--- src/rtl/sd_spi_bridge_pkg.sv ---
// Shared definitions for the SD card SPI command bridge: opcodes,
// FSM state encoding and the length-byte helper.
package sd_spi_bridge_pkg;

    localparam logic [7:0] OP_CS_LOW  = 8'h01;
    localparam logic [7:0] OP_CS_HIGH = 8'h02;
    localparam logic [7:0] OP_XFER    = 8'h03;
    localparam logic [7:0] OP_DIV     = 8'h04;
    localparam logic [7:0] OP_READ    = 8'h05;

    typedef enum logic [3:0] {
        IDLE  = 4'd0,
        XLEN  = 4'd1,
        XDATA = 4'd2,
        XSEND = 4'd3,
        XRESP = 4'd4,
        RLEN  = 4'd5,
        RSEND = 4'd6,
        RRESP = 4'd7,
        DIV   = 4'd8
    } state_t;

    // A length byte of zero encodes 256 transfers.
    function automatic logic [8:0] len_to_count(input logic [7:0] len);
        return (len == 8'd0) ? 9'd256 : {1'b0, len};
    endfunction

endpackage

--- src/rtl/sd_spi_bridge_byte_fifo.sv ---
// Synchronous byte FIFO with occupancy count. A write on a full FIFO is
// accepted only when a read happens in the same cycle.
module byte_fifo #(
    parameter int DEPTH  = 16,
    parameter int DATA_W = 8
) (
    input  logic              clk,
    input  logic              rst,
    input  logic              wr_en,
    input  logic [DATA_W-1:0] wr_data,
    input  logic              rd_en,
    output logic [DATA_W-1:0] rd_data,
    output logic              full,
    output logic              empty,
    output logic [$clog2(DEPTH):0] count
);

    localparam int AW = $clog2(DEPTH);
    localparam logic [AW:0] FULL_LEVEL = (AW + 1)'(DEPTH);

    logic [DATA_W-1:0] mem [DEPTH];
    logic [AW-1:0]     wr_ptr;
    logic [AW-1:0]     rd_ptr;
    logic              do_wr;
    logic              do_rd;

    assign full    = (count == FULL_LEVEL);
    assign empty   = (count == '0);
    assign do_rd   = rd_en && !empty;
    assign do_wr   = wr_en && (!full || do_rd);
    assign rd_data = mem[rd_ptr];

    // Storage array; contents need no reset because count gates visibility.
    always_ff @(posedge clk) begin
        if (do_wr) begin
            mem[wr_ptr] <= wr_data;
        end
    end

    // Pointer and occupancy bookkeeping; pointers wrap naturally at DEPTH.
    always_ff @(posedge clk) begin
        if (rst) begin
            wr_ptr <= '0;
            rd_ptr <= '0;
            count  <= '0;
        end else begin
            if (do_wr) begin
                wr_ptr <= wr_ptr + 1'b1;
            end
            if (do_rd) begin
                rd_ptr <= rd_ptr + 1'b1;
            end
            case ({do_wr, do_rd})
                2'b10:   count <= count + 1'b1;
                2'b01:   count <= count - 1'b1;
                default: count <= count;
            endcase
        end
    end

endmodule

--- src/rtl/sd_spi_bridge.sv ---
// UART-to-SPI command bridge for the SD loopback: decodes framed opcodes
// from uartRx, drives chip-select, clock divider and SPI byte transfers,
// and streams MISO responses back to uartTx through a byte FIFO.
module sd_spi_bridge
    import sd_spi_bridge_pkg::*;
#(
    parameter int         FIFO_DEPTH  = 16,
    parameter logic [3:0] DEFAULT_DIV = 4'd15,
    parameter logic [7:0] READ_FILL   = 8'hFF
) (
    input  logic       iClk,
    input  logic       iRst,
    input  logic [7:0] iRxData,
    input  logic       iRxValid,
    output logic       oSpiSend,
    output logic [7:0] oSpiData,
    input  logic       iSpiTaken,
    input  logic [7:0] iSpiData,
    input  logic       iSpiAvail,
    output logic [3:0] oSpiClkDiv,
    output logic       oCs,
    output logic [7:0] oTxData,
    output logic       oTxStart,
    input  logic       iTxReady,
    output logic       oOverflow
);

    localparam int CW = $clog2(FIFO_DEPTH) + 1;
    localparam logic [CW-1:0] STALL_LEVEL = CW'(FIFO_DEPTH - 1);

    state_t        state;
    logic [8:0]    remaining;
    logic          push;
    logic          pop;
    logic          rx_busy;
    logic          low_room;
    logic          last_byte;
    logic          fifo_full;
    logic          fifo_empty;
    logic [CW-1:0] fifo_count;
    logic [7:0]    fifo_head;

    // Response push, TX pop and the conditions that gate the FSM.
    always_comb begin
        push      = 1'b0;
        pop       = 1'b0;
        rx_busy   = 1'b0;
        low_room  = (fifo_count >= STALL_LEVEL);
        last_byte = (remaining == 9'd1);
        if ((state == XRESP || state == RRESP) && iSpiAvail) begin
            push = 1'b1;
        end
        if (state == XSEND || state == XRESP || state == RSEND || state == RRESP) begin
            rx_busy = 1'b1;
        end
        if (!fifo_empty && iTxReady && !oTxStart) begin
            pop = 1'b1;
        end
    end

    byte_fifo #(
        .DEPTH  (FIFO_DEPTH),
        .DATA_W (8)
    ) u_resp_fifo (
        .clk     (iClk),
        .rst     (iRst),
        .wr_en   (push),
        .wr_data (iSpiData),
        .rd_en   (pop),
        .rd_data (fifo_head),
        .full    (fifo_full),
        .empty   (fifo_empty),
        .count   (fifo_count)
    );

    // Command decoder and SPI transfer sequencer; CS and divider move only from IDLE/DIV.
    always_ff @(posedge iClk) begin
        if (iRst) begin
            state      <= IDLE;
            remaining  <= 9'd0;
            oCs        <= 1'b1;
            oSpiSend   <= 1'b0;
            oSpiData   <= 8'd0;
            oSpiClkDiv <= DEFAULT_DIV;
        end else begin
            case (state)
                IDLE: begin
                    if (iRxValid) begin
                        case (iRxData)
                            OP_CS_LOW:  oCs   <= 1'b0;
                            OP_CS_HIGH: oCs   <= 1'b1;
                            OP_XFER:    state <= XLEN;
                            OP_DIV:     state <= DIV;
                            OP_READ:    state <= RLEN;
                            default:    state <= IDLE;
                        endcase
                    end
                end
                XLEN: begin
                    if (iRxValid) begin
                        remaining <= len_to_count(iRxData);
                        state     <= XDATA;
                    end
                end
                XDATA: begin
                    if (iRxValid) begin
                        oSpiData <= iRxData;
                        oSpiSend <= 1'b1;
                        state    <= XSEND;
                    end
                end
                XSEND: begin
                    if (iSpiTaken) begin
                        oSpiSend <= 1'b0;
                        state    <= XRESP;
                    end
                end
                XRESP: begin
                    if (iSpiAvail) begin
                        remaining <= remaining - 9'd1;
                        state     <= last_byte ? IDLE : XDATA;
                    end
                end
                RLEN: begin
                    if (iRxValid) begin
                        remaining <= len_to_count(iRxData);
                        state     <= RSEND;
                    end
                end
                RSEND: begin
                    // Hold off new reads until the FIFO can absorb the reply.
                    if (!oSpiSend) begin
                        if (!low_room) begin
                            oSpiData <= READ_FILL;
                            oSpiSend <= 1'b1;
                        end
                    end else if (iSpiTaken) begin
                        oSpiSend <= 1'b0;
                        state    <= RRESP;
                    end
                end
                RRESP: begin
                    if (iSpiAvail) begin
                        remaining <= remaining - 9'd1;
                        state     <= last_byte ? IDLE : RSEND;
                    end
                end
                DIV: begin
                    if (iRxValid) begin
                        oSpiClkDiv <= iRxData[3:0];
                        state      <= IDLE;
                    end
                end
                default: state <= IDLE;
            endcase
        end
    end

    // Sticky error: UART byte arriving mid-transfer, or a push the FIFO cannot take.
    always_ff @(posedge iClk) begin
        if (iRst) begin
            oOverflow <= 1'b0;
        end else if ((iRxValid && rx_busy) || (push && fifo_full && !pop)) begin
            oOverflow <= 1'b1;
        end
    end

    // TX streaming: one start pulse at most every other cycle, data registered with it.
    always_ff @(posedge iClk) begin
        if (iRst) begin
            oTxStart <= 1'b0;
            oTxData  <= 8'd0;
        end else begin
            oTxStart <= pop;
            if (pop) begin
                oTxData <= fifo_head;
            end
        end
    end

endmodule

--- config.mk ---
export PLATFORM = sky130hd
export DESIGN_NAME = sd_spi_bridge
export DESIGN_NICKNAME = d
export VERILOG_FILES = /design/src/rtl/sd_spi_bridge_pkg.sv /design/src/rtl/sd_spi_bridge_byte_fifo.sv /design/src/rtl/sd_spi_bridge.sv
export SDC_FILE = /design/constraint.sdc
export NUM_CORES = 1
export LEC_CHECK = 0
export CORE_MARGIN = 8
export CORE_UTILIZATION = 45
export DETAILED_ROUTE_END_ITERATION = 10
export GPL_ROUTABILITY_DRIVEN = 0
export PLACE_DENSITY_LB_ADDON = 0.1
export SLEW_MARGIN = 0
export SYNTH_ARGS = -nofsm -noshare
export SYNTH_HDL_FRONTEND = slang
export SYNTH_SLANG_ARGS = --single-unit
--- constraint.sdc ---
create_clock -name iClk -period 3.41 [get_ports iClk]
set_input_delay 0.341 -clock iClk [delete_from_list [all_inputs] [get_ports iClk]]
set_output_delay 0.341 -clock iClk [all_outputs]
set_load 0.02 [all_outputs]
# Word-level counts from Yosys, hierarchy flattened
# Memories as Yosys holds them, arrays and structs flattened. A register that Yosys moved wholly into a read port is not among the register bits.
# Index checks and enable logic that the tools add are counted.
dict set report word_totals {
  regBits 42
  latchBits 0
  mem_bits_rw 128
  rom_bits 0
  in_bits 22
  out_inout_bits 24
  elab_cells 120
  n_memories 1
}
# name words width read_ports rd_ports_with_merged_regs wr line_no
set mem_list {}
lappend mem_list {u_resp_fifo.mem 16 8 1 1 1 sd_spi_bridge_byte_fifo.sv:21} ;# logic [DATA_W-1:0] mem [DEPTH];
dict set report classes {
  add_sub_neg 5
  multipliers 0
  n_div 0
  n_lt_le_gt_ge 1
  n_eq_ne 32
  shift 0
  muxes 35
  n_bitwise 0
  n_reduce_logical 35
}
# op n
set op_table {}
lappend op_table {{4-bit two-way mux} 10}
lappend op_table {{4-bit case mux with 9 select lines} 1}
lappend op_table {{9-bit two-way mux} 3}
lappend op_table {{2-bit inequality test, second input constant} 13}
lappend op_table {{8-bit two-way mux} 3}
lappend op_table {{9-bit case mux with 2 select lines} 1}
lappend op_table {{4-bit by 3-bit == test with 1-bit output, second input constant} 4}
lappend op_table {{8-bit by 2-bit == test with 1-bit output, second input constant} 2}
lappend op_table {{8-bit by 3-bit == test with 1-bit output, second input constant} 2}
lappend op_table {{4-bit case mux with 4 select lines} 1}
lappend op_table {{8-bit case mux with 2 select lines} 1}
lappend op_table {{11-bit AND reduction} 1}
lappend op_table {{1-bit two-way mux} 10}
lappend op_table {{5-bit case mux with 2 select lines} 1}
lappend op_table {{9-bit by 1-bit == test with 1-bit output, second input constant} 1}
lappend op_table {{3-bit AND reduction} 3}
lappend op_table {{9-bit by 1-bit subtractor with 9-bit output, second input constant} 1}
lappend op_table {{4-bit by 1-bit adder with 4-bit output, second input constant} 2}
lappend op_table {{4-bit by 2-bit == test with 1-bit output, second input constant} 2}
lappend op_table {{8-bit by 1-bit == test with 1-bit output, second input constant} 1}
lappend op_table {{1-bit logical AND} 8}
lappend op_table {{8-bit logical NOT} 1}
lappend op_table {{2-bit nonzero test} 4}
lappend op_table {{1-bit logical OR} 6}
lappend op_table {{other kinds (20)} 26}

# Longest topological paths before layout
# Gate-level depths: netlist of run 1.
dict set report logic_depth {
  ltp_word 10
  ltp_mapped 15
  ltp_nobuf 12
}

# Cells and area by module
# A second synthesis of run 1 with hierarchy kept.
dict set report unflattened {
  hier_cells 557
  hier_area_um2 7830.0
}
# mod instances cells_each area_per_inst_um2 seq_area_each_um2
set by_module_without_submodules {}
lappend by_module_without_submodules {byte_fifo 1 325 5866.9 4184.0}
lappend by_module_without_submodules {sd_spi_bridge 1 232 1963.1 740.7}

# Least setup slack after synthesis of run 1
# No wires, ideal clock.
dict set report synth_path {
  path_type {reg-to-reg}
  start {register u_resp_fifo.count[1]}
  end {register u_resp_fifo.count[4]}
  setup_time_ns 0.121
  arrival_time_ns 2.745
  setup_slack_ns 0.544
  path_stages_with_launch 16
  synth_period_minus_slack_ns 2.866
  cell_sequence {dfxtp_1 > buf_2 > nor4_1 > nand3_1 > and3_1 > buf_2 > inv_2 > ha_1 > clkbuf_1 > xor2_1 > ha_1 > inv_1 > o21ai_0 > a21oi_1 > o21bai_1 > mux2_2}
}
dict set report synth_via {
  elab_chain_len 10
  elab_cells_between_ends 16
}
# element line_no
set synth_lines {}
lappend synth_lines {{start, declared} sd_spi_bridge_byte_fifo.sv:15} ;# output logic [$clog2(DEPTH):0] count
lappend synth_lines {{start signal, assigned} sd_spi_bridge_byte_fifo.sv:54} ;# 2'b10: count <= count + 1'b1;
lappend synth_lines {{start signal, assigned} sd_spi_bridge_byte_fifo.sv:55} ;# 2'b01: count <= count - 1'b1;
lappend synth_lines {{start signal, assigned} sd_spi_bridge_byte_fifo.sv:56} ;# default: count <= count;
lappend synth_lines {{5-bit logical NOT} sd_spi_bridge_byte_fifo.sv:28} ;# assign empty = (count == '0);
lappend synth_lines {{1-bit logical NOT} {sd_spi_bridge_byte_fifo.sv:29, sd_spi_bridge.sv:56}}
lappend synth_lines {{1-bit logical AND (2 in a row)} sd_spi_bridge.sv:56} ;# if (!fifo_empty && iTxReady && !oTxStart) begin
lappend synth_lines {{1-bit two-way mux} sd_spi_bridge.sv:56}
lappend synth_lines {{1-bit logical AND} sd_spi_bridge_byte_fifo.sv:29} ;# assign do_rd = rd_en && !empty;
lappend synth_lines {{1-bit logical OR} sd_spi_bridge_byte_fifo.sv:30} ;# assign do_wr = wr_en && (!full || do_rd);
lappend synth_lines {{1-bit logical AND} sd_spi_bridge_byte_fifo.sv:30}
lappend synth_lines {{2-bit by 1-bit == test with 1-bit output or 2-bit == test (tied branches)} sd_spi_bridge_byte_fifo.sv:53} ;# case ({do_wr, do_rd})
lappend synth_lines {{5-bit case mux with 2 select lines or 2-bit nonzero test (tied branches)} --}
# Several ways; a longest one is shown, not always the timed one.
# A chain may end at the register's enable or synchronous reset.

# Worst setup path after layout of run 1
# Ends and elaborated chain as after synthesis.

==> results of run 1 <==
power groups by stage:
stage,clock (W),sequential [W],combinational (W)
global placement,0,0.00237,0.000166
CTS,0.00203,0.00233,0.000170
detailed placement,0,0.00238,0.000170
global route,0.00210,0.00233,0.000185
floorplan,0,0.00238,0.0000876
finish,0.00199,0.00233,0.000168
cell type report:
type                            instances  area, um2
Clock inverter                         14        178
Multi-Input combinational cell        323       2520
Clock buffer                           18        429
Tap cell                              220        275
Sequential cell                       178       4850
Inverter                               11       41.3
Fill cell                            1360       7570
Timing Repair Buffer                   71        658
stage by stage:
stage | instances | hold WS (ns) | setup WS, ns
2_1_floorplan | 549 | 0.440 | 0.544
3_3_place_gp | 803 | 0.459 | 0.413
3_5_place_dp | 803 | 0.465 | 0.319
4_1_cts | 835 | 0.482 | 0.384
5_1_grt | 835 | 0.509 | 0.0741
6_report | 835 | 0.482 | 0.371
registers in the layout (all words and copies together) (netlist names):
signal	flops
u_resp_fifo.wr_ptr	4
oSpiData	8
oTxStart	1
oCs	1
u_resp_fifo.rd_ptr	4
state	4
oTxData	8
u_resp_fifo.mem	128
oOverflow	1
u_resp_fifo.count	5
remaining	9
oSpiClkDiv	4
oSpiSend	1
cells in the final DEF (no fill, tap or decap), types with 2 or more instances in the layout:
cell	instances
sky130_fd_sc_hd__edfxtp_1	128
sky130_fd_sc_hd__nor2_1	51
sky130_fd_sc_hd__dfxtp_1	49
sky130_fd_sc_hd__clkdlybuf4s50_1	45
sky130_fd_sc_hd__a21oi_1	36
sky130_fd_sc_hd__nand2_1	35
sky130_fd_sc_hd__mux4_2	32
sky130_fd_sc_hd__buf_4	25
sky130_fd_sc_hd__o21ai_0	17
sky130_fd_sc_hd__clkbuf_16	17
sky130_fd_sc_hd__a22oi_1	16
sky130_fd_sc_hd__nor3_1	13
sky130_fd_sc_hd__inv_1	10
sky130_fd_sc_hd__ha_1	10
sky130_fd_sc_hd__xor2_1	8
sky130_fd_sc_hd__o221a_2	8
sky130_fd_sc_hd__nand3_1	7
sky130_fd_sc_hd__nand2b_1	6
sky130_fd_sc_hd__nand4_1	6
sky130_fd_sc_hd__xnor2_1	6
sky130_fd_sc_hd__nor2b_1	5
sky130_fd_sc_hd__nor3b_1	5
sky130_fd_sc_hd__a211oi_1	5
sky130_fd_sc_hd__mux2i_1	5
sky130_fd_sc_hd__and3_1	4
sky130_fd_sc_hd__o211ai_1	4
sky130_fd_sc_hd__nand4b_1	4
sky130_fd_sc_hd__nor4_1	3
sky130_fd_sc_hd__a21o_1	3
sky130_fd_sc_hd__or4_1	3
sky130_fd_sc_hd__a31oi_1	3
sky130_fd_sc_hd__clkinv_4	3
sky130_fd_sc_hd__inv_8	3
sky130_fd_sc_hd__or3_1	2
sky130_fd_sc_hd__and2_1	2
sky130_fd_sc_hd__mux2_2	2
sky130_fd_sc_hd__bufinv_16	2
sky130_fd_sc_hd__clkinv_8	2
critical path, stage by stage (launching register included):
cell	delay, ns
sky130_fd_sc_hd__dfxtp_1	0.39
sky130_fd_sc_hd__nor4_1	0.38
sky130_fd_sc_hd__nand3_1	0.21
sky130_fd_sc_hd__and3_1	0.30
sky130_fd_sc_hd__inv_2	0.11
sky130_fd_sc_hd__ha_1	0.34
sky130_fd_sc_hd__xor2_1	0.19
sky130_fd_sc_hd__ha_1	0.21
sky130_fd_sc_hd__inv_1	0.07
sky130_fd_sc_hd__o21ai_0	0.14
sky130_fd_sc_hd__a21oi_1	0.09
sky130_fd_sc_hd__o21bai_1	0.15
sky130_fd_sc_hd__mux2_2	0.34
synth_stat cells (all sizes together) (2+ instances only):
| master | count | share of area |
|---|---|---|
| mux2 | 2 | 0.0030 |
| dfxtp | 50 | 0.13 |
| nand2b | 6 | 0.0049 |
| o211ai | 4 | 0.0040 |
| o21ai | 19 | 0.013 |
| a22oi | 16 | 0.016 |
| nor3 | 13 | 0.0086 |
| or3 | 2 | 0.0016 |
| nand4b | 4 | 0.0046 |
| a211oi | 5 | 0.0049 |
| buf | 18 | 0.014 |
| and3 | 4 | 0.0033 |
| a21o | 3 | 0.0030 |
| nor3b | 5 | 0.0049 |
| mux4 | 32 | 0.095 |
| mux2i | 5 | 0.0066 |
| nand4 | 6 | 0.0049 |
| edfxtp | 128 | 0.51 |
| nor4 | 4 | 0.0041 |
| clkbuf | 19 | 0.0096 |
| o221a | 9 | 0.013 |
| inv | 11 | 0.0054 |
| ha | 10 | 0.016 |
| a31oi | 3 | 0.0025 |
| nand3 | 7 | 0.0046 |
| or4 | 3 | 0.0030 |
| nor2b | 5 | 0.0041 |
| o21bai | 2 | 0.0025 |
| nand2 | 35 | 0.017 |
| a21oi | 36 | 0.024 |
| and2 | 2 | 0.0016 |
| o2111ai | 2 | 0.0031 |
| xnor2 | 6 | 0.0069 |
| xor2 | 8 | 0.0092 |
| nor2 | 51 | 0.025 |
worst paths after layout:
check / startpoint / endpoint / slack [ns] / cells after the start
setup / recovery: u_resp_fifo.count[1] / u_resp_fifo.count[4] / 0.37 / 12
hold / removal: oSpiClkDiv[3] / oSpiClkDiv[3] / 0.48 / 2
setup reg to reg: u_resp_fifo.count[1] / u_resp_fifo.count[4] / 0.37 / 12
hold reg to reg: oSpiClkDiv[3] / oSpiClkDiv[3] / 0.48 / 2
cells by family (layout without fill, tap and decap cells):
| family | after synthesis | in the layout | synth area share |
|---|---|---|---|
| buf+inv | 48 | 114 | 0.0287 |
| mux | 39 | 39 | 0.105 |
| fa+ha+maj | 10 | 10 | 0.0165 |
| xor+xnor | 14 | 14 | 0.0162 |
| simple gates | 153 | 153 | 0.0998 |
| compound gates | 107 | 107 | 0.0958 |
| flops | 178 | 178 | 0.639 |
layer usage:
| metal | routed length (um) | up-vias | track usage |
|---|---|---|---|
| li1 | - | 2220 | - |
| met1 | 7140 | 2329 | 0.193 |
| met2 | 8140 | 114 | 0.263 |
| met3 | 761 | 14 | 0.0389 |
| met4 | 222 | 0 | 0.0484 |
| met5 | 0 | - | 0 |
==> out/qor_table.md, run 1 <==
| Result | Reported |
| --- | --- |
| Fmax achieved | 0.329 GHz |
| Post-route cell area | 0.00895 mm2 |
| Share of the core filled with cells | 0.542 |
| Post-CTS setup buffer count | 0 |
| Placed Area | 0.00835 mm2 |
| Share of the clock period used by the worst path after layout | 0.891 |
| Pwr dens | 501 mW/mm2 |
| Number of buffers created by CTS | 17 |
| Sw Pwr | 0.000981 W |
| Data required time at the worst endpoint | 3.73 ns |
| Post-route setup TNS | 0 ns |
| Number of global-route vias before repair | 4714 |
| Overall die area | 0.0213 mm2 |
| Routed wire length | 16300 um |
| Setup-violating endpoint count in the final report | 0 |
| RSZ-0062 raised after global routing | no |
| CTS clock-pin slew for the worst setup and hold paths | 0.07 ns |
| Share of flip-flops with an asynchronous set or reset after synthesis | 0 |
| Gr usage total | 0.156 |
| Sequential area share after synthesis | 0.639 |
| Shortest clock period the worst path allows after layout | 3.04 ns |
| Hold/Removal Path Class | reg2reg |
| Total of flip-flops plus latches after synthesis | 178 |
| Root buf cell | sky130_fd_sc_hd__clkbuf_16 |
| Count of cell types in the netlist | 60 |
| Post-detail-place hpwl | 10600 um |
| Count of boundary I/O pins | 46 |
| Number of buffers inserted by port buffering | 45 |
| Layout Nets | 634 |
| Synth-to-Final Area Change | 18.0% |
| Maximum clock path buffer count | 2 |
| Initial antenna violation count | 0 |
| Remaining antenna violation count after routing | 0 |
| Maximum number of pins on one net before global-route repair | 36 |
| Per-cell routed wire length | 19.5 um |
| Final antenna diode count | 0 |
| Routed via count divided by cell count | 5.60 |
| Synthesized area | 0.00759 mm2 |
| Kind of end point of the critical path | register |
| Result of the run | finished clean |
| Largest fanout of any net on the critical path | 9 |
| Total chip power | 0.00448 W |
| Total via count after detailed routing | 4677 |
| CTS Hold Buffers Added | 0 |
| First-pass iteration count of the detailed router | 4 |
| Critical path start-end classification | reg2reg |
| Part of the power in combinational logic | 0.037 |
| Vert. Die Dim | 146 um |
| Clock Skews | 0.0118 ns |
| Arr. time, crit path | 3.36 ns |
| Core footprint | 0.0165 mm2 |
| Initial cell density of the core | 0.459 |
| Number of rows created at floorplan | 47 |
| Proportion of layout cells with a drive suffix above 1 | 0.172 |
| Number of DRC violations after detailed-routing iteration 0 | 318 |
| Most used flip-flop cell after synthesis | sky130_fd_sc_hd__edfxtp_1 |
| Crit path launch type | register |
| Number of flops mapped to enable cells by yosys | 128 |
| Switching power share of the total | 0.219 |
| First-pass GRT wire length | 25700 um |
| Total number of yosys warnings | 0 |
| Final global-route overflow total | 0 |
| Hold Vio Cnt, Final | 0 |
| Slew at the pin closest to its max-slew limit | 0.797 ns |
| Number of H-tree branching levels | 4 |
| Worst slew margin relative to its limit | 0.467 |
| Highest ir drop seen on vdd | 362 uV |
| PostCTS Resize Cnt | 0 |
| Leakage | 2.95 nW |
| Clock network latency to the later pin of the worst-skew pair | 0.43 ns |
| Net count after synthesis | 581 |
| Die width | 146 um |
| Clock share of power | 0.443 |
| Final max-slew violation count | 0 |
| Number of cells produced by synthesis | 549 |
| Max_cap viols | 0 |
| Sequential group share of total power | 0.519 |
| Clock tree from TritonCTS | yes |
| CTS Sinks | 178 |
| Average cell area after synthesis | 13.8 um2 |
| DR DRC count | 0 |
| Int Pwr | 0.00350 W |
Note: power is estimated with default switching activity, not from simulation.
==> run 2: changes to the inputs <==
--- a/config.mk
+++ b/config.mk
@@ -10,6 +10,7 @@
 export DETAILED_ROUTE_END_ITERATION = 10
 export GPL_ROUTABILITY_DRIVEN = 0
 export PLACE_DENSITY_LB_ADDON = 0.1
+export REMOVE_ABC_BUFFERS = 1
 export SLEW_MARGIN = 0
 export SYNTH_ARGS = -nofsm -noshare
 export SYNTH_HDL_FRONTEND = slang
==> run 2 against run 1 <==
  * Combinational power about the same
  * Non-clock buffer count unchanged
  * Global-route usage increased by 0.053 points
  * Sequential power about the same
  * Sequential cell count unchanged
  * Via count increased by 0.62%
  * Cell count decreased by 0.12%
==> out/qor_table.md, run 2 (same netlist as run 1, synthesis figures left out) <==
| Result | Reported |
| --- | --- |
| Remaining antenna violation count after routing | 0 |
| Number of DRC violations after detailed-routing iteration 0 | 367 |
| Critical path origin | u_resp_fifo.count[1] |
| Synth-to-Final Area Change | 17.4% |
| Core footprint | 0.0165 mm2 |
| Vert. Die Dim | 146 um |
| Highest ir drop seen on vdd | 404 uV |
| Placed Area | 0.00833 mm2 |
| Leakage | 2.93 nW |
| Gr usage total | 0.156 |
| CTS Sinks | 178 |
| Number of flip-flops in the largest register | 128 |
| Switching power share of the total | 0.220 |
| Worst hold start | oSpiClkDiv[3] |
| Post-detail-place hpwl | 10700 um |
| Inst Count DP | 803 |
| Sequential group share of total power | 0.532 |
| RSZ-0062 raised after global routing | no |
| Proportion of layout cells with a drive suffix above 1 | 0.173 |
| Worst slew margin relative to its limit | 0.452 |
| Initial antenna violation count | 0 |
| Result of the run | finished clean |
| Finished Layout Cells | 834 |
| Number of H-tree branching levels | 4 |
| Part of the power in combinational logic | 0.038 |
| Initial cell density of the core | 0.459 |
| Final antenna diode count | 0 |
| Crit path launch type | register |
| Die width | 146 um |
| Maximum clock path buffer count | 2 |
| Startpoint of the worst register-to-register path | u_resp_fifo.count[1] |
| Overall die area | 0.0213 mm2 |
| Pwr dens | 492 mW/mm2 |
| First-pass iteration count of the detailed router | 5 |
| Fmax achieved | 0.331 GHz |
| Routed wire length | 16400 um |
| Largest fanout of any net on the critical path | 9 |
| Kind of end point of the critical path | register |
| DR DRC count | 0 |
| Int Pwr | 0.00342 W |
| First-pass GRT wire length | 25400 um |
| Slew at the pin closest to its max-slew limit | 0.821 ns |
| Number of rows created at floorplan | 47 |
| Count of boundary I/O pins | 46 |
| Shortest clock period the worst path allows after layout | 3.02 ns |
| Critical path start-end classification | reg2reg |
| Final max-slew violation count | 0 |
| Leading cell types in the layout, fill and taps excluded | 128 x sky130_fd_sc_hd__edfxtp_1, 51 x sky130_fd_sc_hd__nor2_1, 49 x sky130_fd_sc_hd__dfxtp_1 |
| Clock share of power | 0.430 |
| Hold Vio Cnt, Final | 0 |
| Fin Hold WS | 0.481 ns |
| Root buf cell | sky130_fd_sc_hd__clkbuf_16 |
| Clock network latency to the later pin of the worst-skew pair | 0.44 ns |
| Clock tree from TritonCTS | yes |
| Arr. time, crit path | 3.34 ns |
| Post-CTS setup buffer count | 0 |
| Final global-route overflow total | 0 |
| Max_cap viols | 0 |
| Biggest register | u_resp_fifo.mem |
| Hold/Removal Path Class | reg2reg |
| Sequential standard cell area | 0.00485 mm2 |
| PostCTS Resize Cnt | 0 |
| Combined area of the multi-input logic cells | 0.00252 mm2 |
| Clock Skews | 0.00756 ns |
| Number of global-route vias before repair | 4504 |
| Sw Pwr | 0.000965 W |
| Total via count after detailed routing | 4706 |
| Routed via count divided by cell count | 5.64 |
| Post-route cell area | 0.00891 mm2 |
| CTS Hold Buffers Added | 0 |
| Most common cell after layout, fill and taps aside | sky130_fd_sc_hd__edfxtp_1 |
| Number of buffers created by CTS | 17 |
| Per-cell routed wire length | 19.7 um |
| Layout Nets | 634 |
| Top flop regs | u_resp_fifo.mem x128, remaining x9 |
| Share of the clock period used by the worst path after layout | 0.886 |
| Data required time at the worst endpoint | 3.73 ns |
| Number of buffers inserted by port buffering | 45 |
| Maximum number of pins on one net before global-route repair | 39 |
| Post-route setup TNS | 0 ns |
| CTS clock-pin slew for the worst setup and hold paths | 0.07 ns |
| Setup-violating endpoint count in the final report | 0 |
| Count of fill cells added during filler insertion | 1373 |
run 2: final timing paths:
kind / endpoint / slack (ns) / cells after the start
worst min register to register: oSpiClkDiv[3] / 0.48 / 2
worst max-delay path: u_resp_fifo.count[4] / 0.39 / 12
worst min-delay path: oSpiClkDiv[3] / 0.48 / 2
worst max register to register: u_resp_fifo.count[4] / 0.39 / 12
run 2: layout make-up:
cell class / instances / share of cell area
Clock buffer: 18 / 0.0482
Timing Repair Buffer: 71 / 0.0725
Tap cell: 220 / 0.0309
Clock inverter: 13 / 0.0166
Multi-Input combinational cell: 323 / 0.283
Sequential cell: 178 / 0.544
Inverter: 11 / 0.00463
run 2: power groups by stage:
| stage | sequential, W | combinational (W) | clock, W |
|---|---|---|---|
| final | 0.00233 | 0.000166 | 0.00189 |
| after detailed placement | 0.00238 | 0.000167 | 0 |
| after global routing | 0.00233 | 0.000181 | 0.00202 |
| after global placement | 0.00238 | 0.000163 | 0 |
| after floorplan | 0.00239 | 0.0000651 | 0 |
| after CTS | 0.00233 | 0.000167 | 0.00194 |
run 2: worst max-delay path, cell delays in order, from the launching register on:
cell                       delay (ns)
sky130_fd_sc_hd__dfxtp_1         0.40
sky130_fd_sc_hd__nor4_1          0.39
sky130_fd_sc_hd__nand3_1         0.21
sky130_fd_sc_hd__and3_1          0.29
sky130_fd_sc_hd__inv_2           0.10
sky130_fd_sc_hd__ha_1            0.33
sky130_fd_sc_hd__xor2_1          0.19
sky130_fd_sc_hd__ha_1            0.22
sky130_fd_sc_hd__inv_1           0.07
sky130_fd_sc_hd__o21ai_0         0.14
sky130_fd_sc_hd__a21oi_1         0.08
sky130_fd_sc_hd__o21bai_1        0.15
sky130_fd_sc_hd__mux2_2          0.34
run 2: metrics by stage:
| stage | utilization | power, W | setup slack (ns) |
|---|---|---|---|
| after floorplan | - | 0.00245 | 0.145 |
| after global placement | 0.504 | 0.00254 | 0.418 |
| after detailed placement | 0.504 | 0.00255 | 0.346 |
| after CTS | 0.539 | 0.00443 | 0.372 |
| after global routing | 0.539 | 0.00454 | 0.0961 |
| final | 0.539 | 0.00438 | 0.389 |
run 2: metal layers:
| metal | routed length [um] | vias to the layer above | part of all wire | GRT usage |
|---|---|---|---|---|
| li1 | - | 2220 | - | - |
| met1 | 7720 | 2353 | 0.47 | 0.214 |
| met2 | 7740 | 114 | 0.47 | 0.238 |
| met3 | 701 | 19 | 0.043 | 0.0373 |
| met4 | 264 | 0 | 0.016 | 0.0552 |
| met5 | 0 | - | 0 | 0 |
